==> src/rtl/dmem_arb_pkg.sv <==
// Shared types and helpers for the data-memory arbiter.
package dmem_arb_pkg;

  typedef enum logic {
    ST_NORMAL = 1'b0,
    ST_FORCE  = 1'b1
  } arb_state_e;

  localparam logic [15:0] IO_ERR_DATA = 16'hDEAD;

  // An address is in range when every bit above the word-address field is zero.
  function automatic logic addr_in_range(input logic [31:0] addr,
                                         input int unsigned abits,
                                         input int unsigned dbits);
    logic [31:0] hi_mask;
    hi_mask = ~((32'd1 << (abits + 1)) - 32'd1);
    if (dbits < 32) hi_mask = hi_mask & ((32'd1 << dbits) - 32'd1);
    return ((addr & hi_mask) == '0);
  endfunction

endpackage

==> src/rtl/dmem_arb_wait_ctr.sv <==
// Saturating DMA starvation counter; hit_o flags the last wait cycle before a forced grant.
module dmem_arb_wait_ctr #(
  parameter int unsigned MAX_WAIT = 8,
  parameter int unsigned CW       = $clog2(MAX_WAIT + 1)
) (
  input  logic clk_i,
  input  logic rst_ni,
  input  logic dma_req_i,
  input  logic dma_gnt_i,
  output logic hit_o
);

  logic [CW-1:0] cnt_q;
  logic [CW-1:0] cnt_d;

  // A dropped request also clears the count so a later request starts fresh.
  always_comb begin
    cnt_d = cnt_q;
    if (!dma_req_i || dma_gnt_i) begin
      cnt_d = '0;
    end else if (cnt_q != CW'(MAX_WAIT)) begin
      cnt_d = cnt_q + 1'b1;
    end
  end

  always_ff @(posedge clk_i or negedge rst_ni) begin
    if (!rst_ni) begin
      cnt_q <= '0;
    end else begin
      cnt_q <= cnt_d;
    end
  end

  assign hit_o = (cnt_q == CW'(MAX_WAIT - 1));

endmodule

==> src/rtl/dmem_arbiter.sv <==
// Data-memory port arbiter: CPU fixed priority, DMA starvation-forced grant, range trap.
// Optional statistics counters enabled by defining DMEM_ARB_STATS_EN.
module dmem_arbiter
  import dmem_arb_pkg::*;
#(
  parameter int unsigned DBITS    = 16,
  parameter int unsigned ABITS    = 12,
  parameter int unsigned MAX_WAIT = 8
) (
  input  logic             CLK,
  input  logic             RESETN,
  input  logic             cpu_req,
  input  logic             cpu_we,
  input  logic [DBITS-1:0] cpu_addr,
  input  logic [DBITS-1:0] cpu_wdata,
  output logic [DBITS-1:0] cpu_rdata,
  output logic             cpu_stall,
  input  logic             dma_req,
  input  logic             dma_we,
  input  logic [DBITS-1:0] dma_addr,
  input  logic [DBITS-1:0] dma_wdata,
  output logic             dma_gnt,
  output logic             dma_rvalid,
  output logic [DBITS-1:0] dma_rdata,
  output logic             dma_err,
  output logic [ABITS-1:0] mem_addr,
  output logic [DBITS-1:0] mem_din,
  output logic             mem_we,
  input  logic [DBITS-1:0] mem_dout
`ifdef DMEM_ARB_STATS_EN
  ,
  output logic [15:0]      stat_stall,
  output logic [15:0]      stat_force
`endif
);

  arb_state_e       state_q, state_d;
  logic             cpu_gnt;
  logic             dma_gnt_w;
  logic             wait_hit;
  logic             cpu_ok, dma_ok;
  logic [31:0]      cpu_a32, dma_a32;
  logic             rvalid_q, rvalid_d;
  logic [DBITS-1:0] rdata_q, rdata_d;
  logic             err_q, err_d;

  always_comb begin
    cpu_a32 = '0;
    dma_a32 = '0;
    cpu_a32[DBITS-1:0] = cpu_addr;
    dma_a32[DBITS-1:0] = dma_addr;
  end

  assign cpu_ok = addr_in_range(cpu_a32, ABITS, DBITS);
  assign dma_ok = addr_in_range(dma_a32, ABITS, DBITS);

  dmem_arb_wait_ctr #(
    .MAX_WAIT (MAX_WAIT)
  ) u_wait_ctr (
    .clk_i     (CLK),
    .rst_ni    (RESETN),
    .dma_req_i (dma_req),
    .dma_gnt_i (dma_gnt_w),
    .hit_o     (wait_hit)
  );

  always_ff @(posedge CLK or negedge RESETN) begin
    if (!RESETN) begin
      state_q <= ST_NORMAL;
    end else begin
      state_q <= state_d;
    end
  end

  always_comb begin
    state_d = state_q;
    case (state_q)
      ST_NORMAL: if (cpu_req && dma_req && wait_hit) state_d = ST_FORCE;
      ST_FORCE:  state_d = ST_NORMAL;
      default:   state_d = ST_NORMAL;
    endcase
  end

  // Grants are held low throughout reset so nothing reaches memory.
  always_comb begin
    cpu_gnt   = 1'b0;
    dma_gnt_w = 1'b0;
    if (RESETN) begin
      case (state_q)
        ST_NORMAL: begin
          if (cpu_req)      cpu_gnt   = 1'b1;
          else if (dma_req) dma_gnt_w = 1'b1;
        end
        ST_FORCE: dma_gnt_w = dma_req;
        default: ;
      endcase
    end
  end

  assign cpu_stall = cpu_req & ~cpu_gnt;
  assign dma_gnt   = dma_gnt_w;
  assign cpu_rdata = mem_dout;

  always_comb begin
    mem_addr = '0;
    mem_din  = '0;
    mem_we   = 1'b0;
    if (cpu_gnt) begin
      mem_addr = cpu_addr[ABITS:1];
      mem_din  = cpu_wdata;
      mem_we   = cpu_we & cpu_ok;
    end else if (dma_gnt_w) begin
      mem_addr = dma_addr[ABITS:1];
      mem_din  = dma_wdata;
      mem_we   = dma_we & dma_ok;
    end
  end

  always_comb begin
    rvalid_d = 1'b0;
    err_d    = 1'b0;
    rdata_d  = rdata_q;
    if (dma_gnt_w) begin
      err_d = ~dma_ok;
      if (!dma_we) begin
        rvalid_d = 1'b1;
        rdata_d  = dma_ok ? mem_dout : DBITS'(IO_ERR_DATA);
      end
    end
  end

  always_ff @(posedge CLK or negedge RESETN) begin
    if (!RESETN) begin
      rvalid_q <= 1'b0;
      rdata_q  <= '0;
      err_q    <= 1'b0;
    end else begin
      rvalid_q <= rvalid_d;
      rdata_q  <= rdata_d;
      err_q    <= err_d;
    end
  end

  assign dma_rvalid = rvalid_q;
  assign dma_rdata  = rdata_q;
  assign dma_err    = err_q;

`ifdef DMEM_ARB_STATS_EN
  logic [15:0] stat_stall_q, stat_stall_d;
  logic [15:0] stat_force_q, stat_force_d;

  always_comb begin
    stat_stall_d = stat_stall_q;
    stat_force_d = stat_force_q;
    if (cpu_stall && (stat_stall_q != '1)) stat_stall_d = stat_stall_q + 16'd1;
    if ((state_q == ST_NORMAL) && (state_d == ST_FORCE) && (stat_force_q != '1))
      stat_force_d = stat_force_q + 16'd1;
  end

  always_ff @(posedge CLK or negedge RESETN) begin
    if (!RESETN) begin
      stat_stall_q <= '0;
      stat_force_q <= '0;
    end else begin
      stat_stall_q <= stat_stall_d;
      stat_force_q <= stat_force_d;
    end
  end

  assign stat_stall = stat_stall_q;
  assign stat_force = stat_force_q;
`endif

endmodule

==> config.mk <==
export PLATFORM = sky130hd
export DESIGN_NAME = dmem_arbiter
export DESIGN_NICKNAME = d
export VERILOG_FILES = /design/src/rtl/dmem_arb_pkg.sv /design/src/rtl/dmem_arb_wait_ctr.sv /design/src/rtl/dmem_arbiter.sv
export SDC_FILE = /design/constraint.sdc
export NUM_CORES = 1
export LEC_CHECK = 0
export BUFFER_PORTS_ARGS = -buffer_cell sky130_fd_sc_hd__buf_2
export CELL_PAD_IN_SITES_DETAIL_PLACEMENT = 1
export CELL_PAD_IN_SITES_GLOBAL_PLACEMENT = 1
export CORE_ASPECT_RATIO = 1.25
export CORE_MARGIN = 1
export CORE_UTILIZATION = 22
export DETAILED_ROUTE_END_ITERATION = 10
export PLACE_DENSITY = 0.82
export SLEW_MARGIN = 20
export SYNTH_ARGS = -nofsm -noshare
export SYNTH_HDL_FRONTEND = slang
export SYNTH_HIERARCHICAL = 1
export SYNTH_SLANG_ARGS = --single-unit
==> constraint.sdc <==
create_clock -name CLK -period 1.26 [get_ports CLK]
set_input_delay 0.252 -clock CLK [delete_from_list [all_inputs] [get_ports CLK]]
set_output_delay 0.252 -clock CLK [all_outputs]
set_load 0.05 [all_outputs]
======== Word level (Yosys, flattened, before mapping) ========
Index checks and enable logic that the tools add are counted.
Widths: inputs -> output; s select.
word-level totals
  flip-flop bits (word level) ............. 23
  output and inout bits ................... 65
  logic and storage cells ................. 44
operators by class
  add/sub/neg operators ................... 1
  eq/ne operators ......................... 2
  muxes and demuxes ....................... 21
  bitwise logic cells ..................... 7
  reduce and logical (&&, ||, !) cells .... 8
operators by type and width
  cell                 number
  $logic_not 32->1     2
  $mux 16              3
  $mux 12              2
  $mux 1               12
  $mux 4               2
  $add 4x1->4 const B  1
  $eq 4x3->1 const B   1
  $ne 4x4->1 const B   1
  $not 1->1            4
  $pmux 1 s2           2
  $and 1x1->1          3
  $logic_and 1x1->1    2
  $reduce_and 2->1     1
  $reduce_bool 2->1    1
  $logic_not 1->1      1
  $logic_or 1x1->1     1

======== Depth between registers and ports, before layout ========
  depth after elaboration ................. 6
  gate-level depth with buffers ........... 5
  mapped depth without buffers ............ 5

======== By module ========
The synthesis kept the hierarchy.
modules (own cells, without submodules)
  module             times used  cells an instance  area each (um2)  seq. area each (um2)
  dmem_arbiter       1           119                1,287.5          475.5
  dmem_arb_wait_ctr  1           23                 232.7            100.1

======== Worst setup path before layout ========
Ideal clock, no wire load.
  path kind ............................... reg-to-output
  start point ............................. reg state_q
  end point ............................... out cpu_stall
  arrival ................................. 1.434 ns
  required time ........................... 1.008 ns
  setup slack ............................. -0.426 ns
  cell stages (with the launch flop) ...... 5
  buffers on the path ..................... 1
  path through ............................ dfrtp_1 -> nor2b_4 -> and2_1 -> buf_2 -> nor2b_1
between the ends
  longest elaborated chain between the ends .. 4
RTL lines
  item                      line                 source
  start: declaration        dmem_arbiter.sv:37   arb_state_e state_q, state_d;
  start signal: assignment  dmem_arbiter.sv:71   state_q <= state_d;
  $mux 1                    dmem_arbiter.sv:89   case (state_q)
  $mux 1                    dmem_arbiter.sv:88   if (RESETN) begin
  $not 1->1                 dmem_arbiter.sv:100  assign cpu_stall = cpu_req & ~cpu_gnt;
  $and 1x1->1               dmem_arbiter.sv:100
  end: declaration          dmem_arbiter.sv:17   output logic cpu_stall,
No other way between the ends.

======== Worst setup path in the final report ========
  start point ............................. reg state_q
  end point ............................... out mem_din[3]
between the ends
  longest elaborated chain between the ends .. 5
  elaborated cells between the ends (all ways) .. 7
  those cells by class .................... mux (6); bitwise (1)
RTL lines
  item              line                 source
  $not 1->1         -
  $pmux 1 s2        dmem_arbiter.sv:89
  $mux 1            dmem_arbiter.sv:88
  $mux 16           dmem_arbiter.sv:112  end else if (dma_gnt_w) begin
  $mux 16 (*)       dmem_arbiter.sv:108  if (cpu_gnt) begin
  end: declaration  dmem_arbiter.sv:27   output logic [DBITS-1:0] mem_din,
Mark *: on every way between the ends. The rest lies on a longest branch, timed or not.

==> metrics <==
worst-skew pair later-pin latency 260 ps; Commonest cells post-synth a22o_1 (28), dfrtp_1 (23), buf_4 (17); met1 GRT Util 15.0%; gr busiest metal met2; most frequent cell after synthesis a22o_1; max cap viols 0; vias in the first global route approximately 1.9k; Antenna Nets Post-Route 0; Top FF cell, synth dfrtp_1; first-pass GRT wire length a little over 9000 um; clock sinks 23; critical path class reg2out; clk slew on worst S/H paths about 80 ps; GRT met2 Usage between 30% and 40%; die area 7250 um2; # port buffers 148; Initial Util 23.0%; Final Cycle Share 137%; diodes inserted 0; CTS Root Cell clkbuf_8; largest net degree at the start of global routing 23; # DRC 0; setup ws final -471 ps; Die Wd 76.4 um; CP endpoint kind output port; met3 global-route usage under 10%; Net Count, Synth 230; CTS buffer count 3; ys async rst share between 90% and 100%; setup TNS -15250 ps; flops & latches, synth 23; layout cells sized above 1 between 70% and 80%; Layout area overhead 102%; CTS max path bufs 2; Yosys top cell by area dfrtp_1; total gr overflow 0; sequential area share after synthesis a little under two fifths; worst rel slew slack 80.9%; Avg Cell Area, Syn between 10 and 15 um2; drt pass-1 iters 3; mapped cell area between 1500 and 2000 um2; final-report hold violation count 0; H-tree levels 1; drt wl/cell approximately 16 um; vias post-DR between 1.5k and 2k; die height 94.9 um; synth unique cells 28; startpoint class of the critical path flop; nets between 300 and 400; Max VDD drop 0.000458 V; Cell Rows 33; count of flip-flops with a built-in enable after synthesis 0; final setup fails 47; Leakage roughly 1.6 nW; YS warnings 6; Cell Pwr Density around 870 nW/um2; worst hold path type in2async; Slew Limit Fails 0; maximum clock rate approximately 580 MHz; Syn Inst Count around 140; GPL Wtd Cong roughly 0.69; initial DRC count 50; CORE AREA between 6000 and 7000 um2; CTS tree done; CP required between 1000 and 1500 ps; worst slew pin tran 287 ps; final core utilization roughly 47%; Hold WS around 14 ps; initial antenna violation count 0; failing checks setup timing; cells taking the most area after synthesis dfrtp_1 (38%), a22o_1 (16%), buf_4 (8.4%), nand2b_1 (5.3%), mux2_2 (5.2%); WP data arrival roughly 1500 ps; Detailed Route WL approximately 5900 um; clock skew 3.51 ps; io pins around 150; fin crit period about 1700 ps; DR vias/cell between 4 and 5; Post-Place Cells 369; All-Layer GR Usage approximately 16%; RSZ-0062 raised after global routing yes; hpwl dp 4410 um; status finished, violations left; Layout Cells excl Fill approximately 380; Synth top area share between 30% and 40%; CP max FO 11
routing by layer:
metal	wire [um]	part of all wire, %	vias up
met5	0	0	-
met4	108	1.8	0
met3	479	8.2	10
met2	3410	58	95
met1	1870	32	798
li1	-	-	780
cell usage in the layout (no fill, tap or decap), drive strengths merged:
cell,Yosys,layout
nor3,3,3
and3,1,1
mux2i,6,6
nand3b,2,2
nor2,5,5
a21oi,1,1
and2,1,1
nor4b,1,1
dlygate4sd3,0,1
inv,7,7
clkinv,0,1
nor2b,2,2
a22o,28,28
ha,2,2
dfrtp,23,23
mux2,11,11
xnor2,1,1
nand2,8,8
clkbuf,2,3
xor2,1,1
nand2b,13,13
buf,22,166
a32o,1,1
nand3,1,1
cell families after synthesis:
group                      count (synthesis)  share of synthesized area (%)
AOI/OAI and AO/OA                         30                           17.1
xor gates and xnor gates                   2                           1.15
adders and majority gates                  2                           1.65
buffers and inverters                     31                           13.3
DFF                                       23                           37.9
muxes                                     17                           13.1
and+or+nand+nor                           37                           15.9
repair_timing:
action | in CTS | in global routing
buffers inserted | 2 | 0
resized for setup | 100 | 7
cloned | 1 | 0
setup endpoints to repair | 48 | 50
hold buffers | 1 | 0
endpoints found under the hold margin | 1 | 0
pin swaps | 2 | 0
worst max-delay path: stages, from the launching register on:
cell and delay, ps:
dfrtp_1 400, nor2b_4 160, and2_4 220, buf_16 160
a22o_4 130, buf_8 140
cell type report:
type | instances | area, um2
clock buffer | 3 | 41.3
inverter | 7 | 26.3
sequential | 23 | 576
fill | 756 | 3530
timing repair buffer | 167 | 1270
multi-input combinational | 88 | 1040
clock inverter | 1 | 5.00
tap | 87 | 109
worst paths after layout:
| path | start | to | slack (ps) | depth (start not counted) |
|---|---|---|---|---|
| max | state_q | mem_din[3] | -470 | 5 |
| min | RESETN | u_wait_ctr/cnt_q[3] | 10 | 2 |
| max reg2reg | state_q | dma_rdata[5] | -120 | 5 |
| min reg2reg | dma_rdata[10] | dma_rdata[10] | 510 | 1 |
| max in group asynchronous | RESETN | state_q | 720 | 3 |
| min in group CLK | mem_dout[1] | dma_rdata[1] | 230 | 3 |
registers in the layout (all words and copies together) (netlist names):
signal	count
dma_err	1
dma_rvalid	1
u_wait_ctr/cnt_q	4
dma_rdata	16
state_q	1
power by group:
part / switching (mW) / leakage [nW] / internal, mW / total [mW]
clock: 0.230 / 0.0255 / 0.220 / 0.451
combinational: 0.834 / 1.28 / 0.547 / 1.38
sequential: 0.0425 / 0.266 / 0.806 / 0.848
total: 1.11 / 1.57 / 1.57 / 2.68
per-stage QoR:
| stage | power [mW] | worst slack, ps | cell area [um2] |
|---|---|---|---|
| floorplan | 1.71 | -165 | 1820 |
| global placement | 2.03 | -280 | 2620 |
| detailed placement | 2.06 | -318 | 2620 |
| CTS | 2.69 | -490 | 3050 |
| global route | 2.79 | -521 | 3080 |
| finish | 2.68 | -471 | 3080 |
No activity file was read; power rests on OpenSTA's default activity.
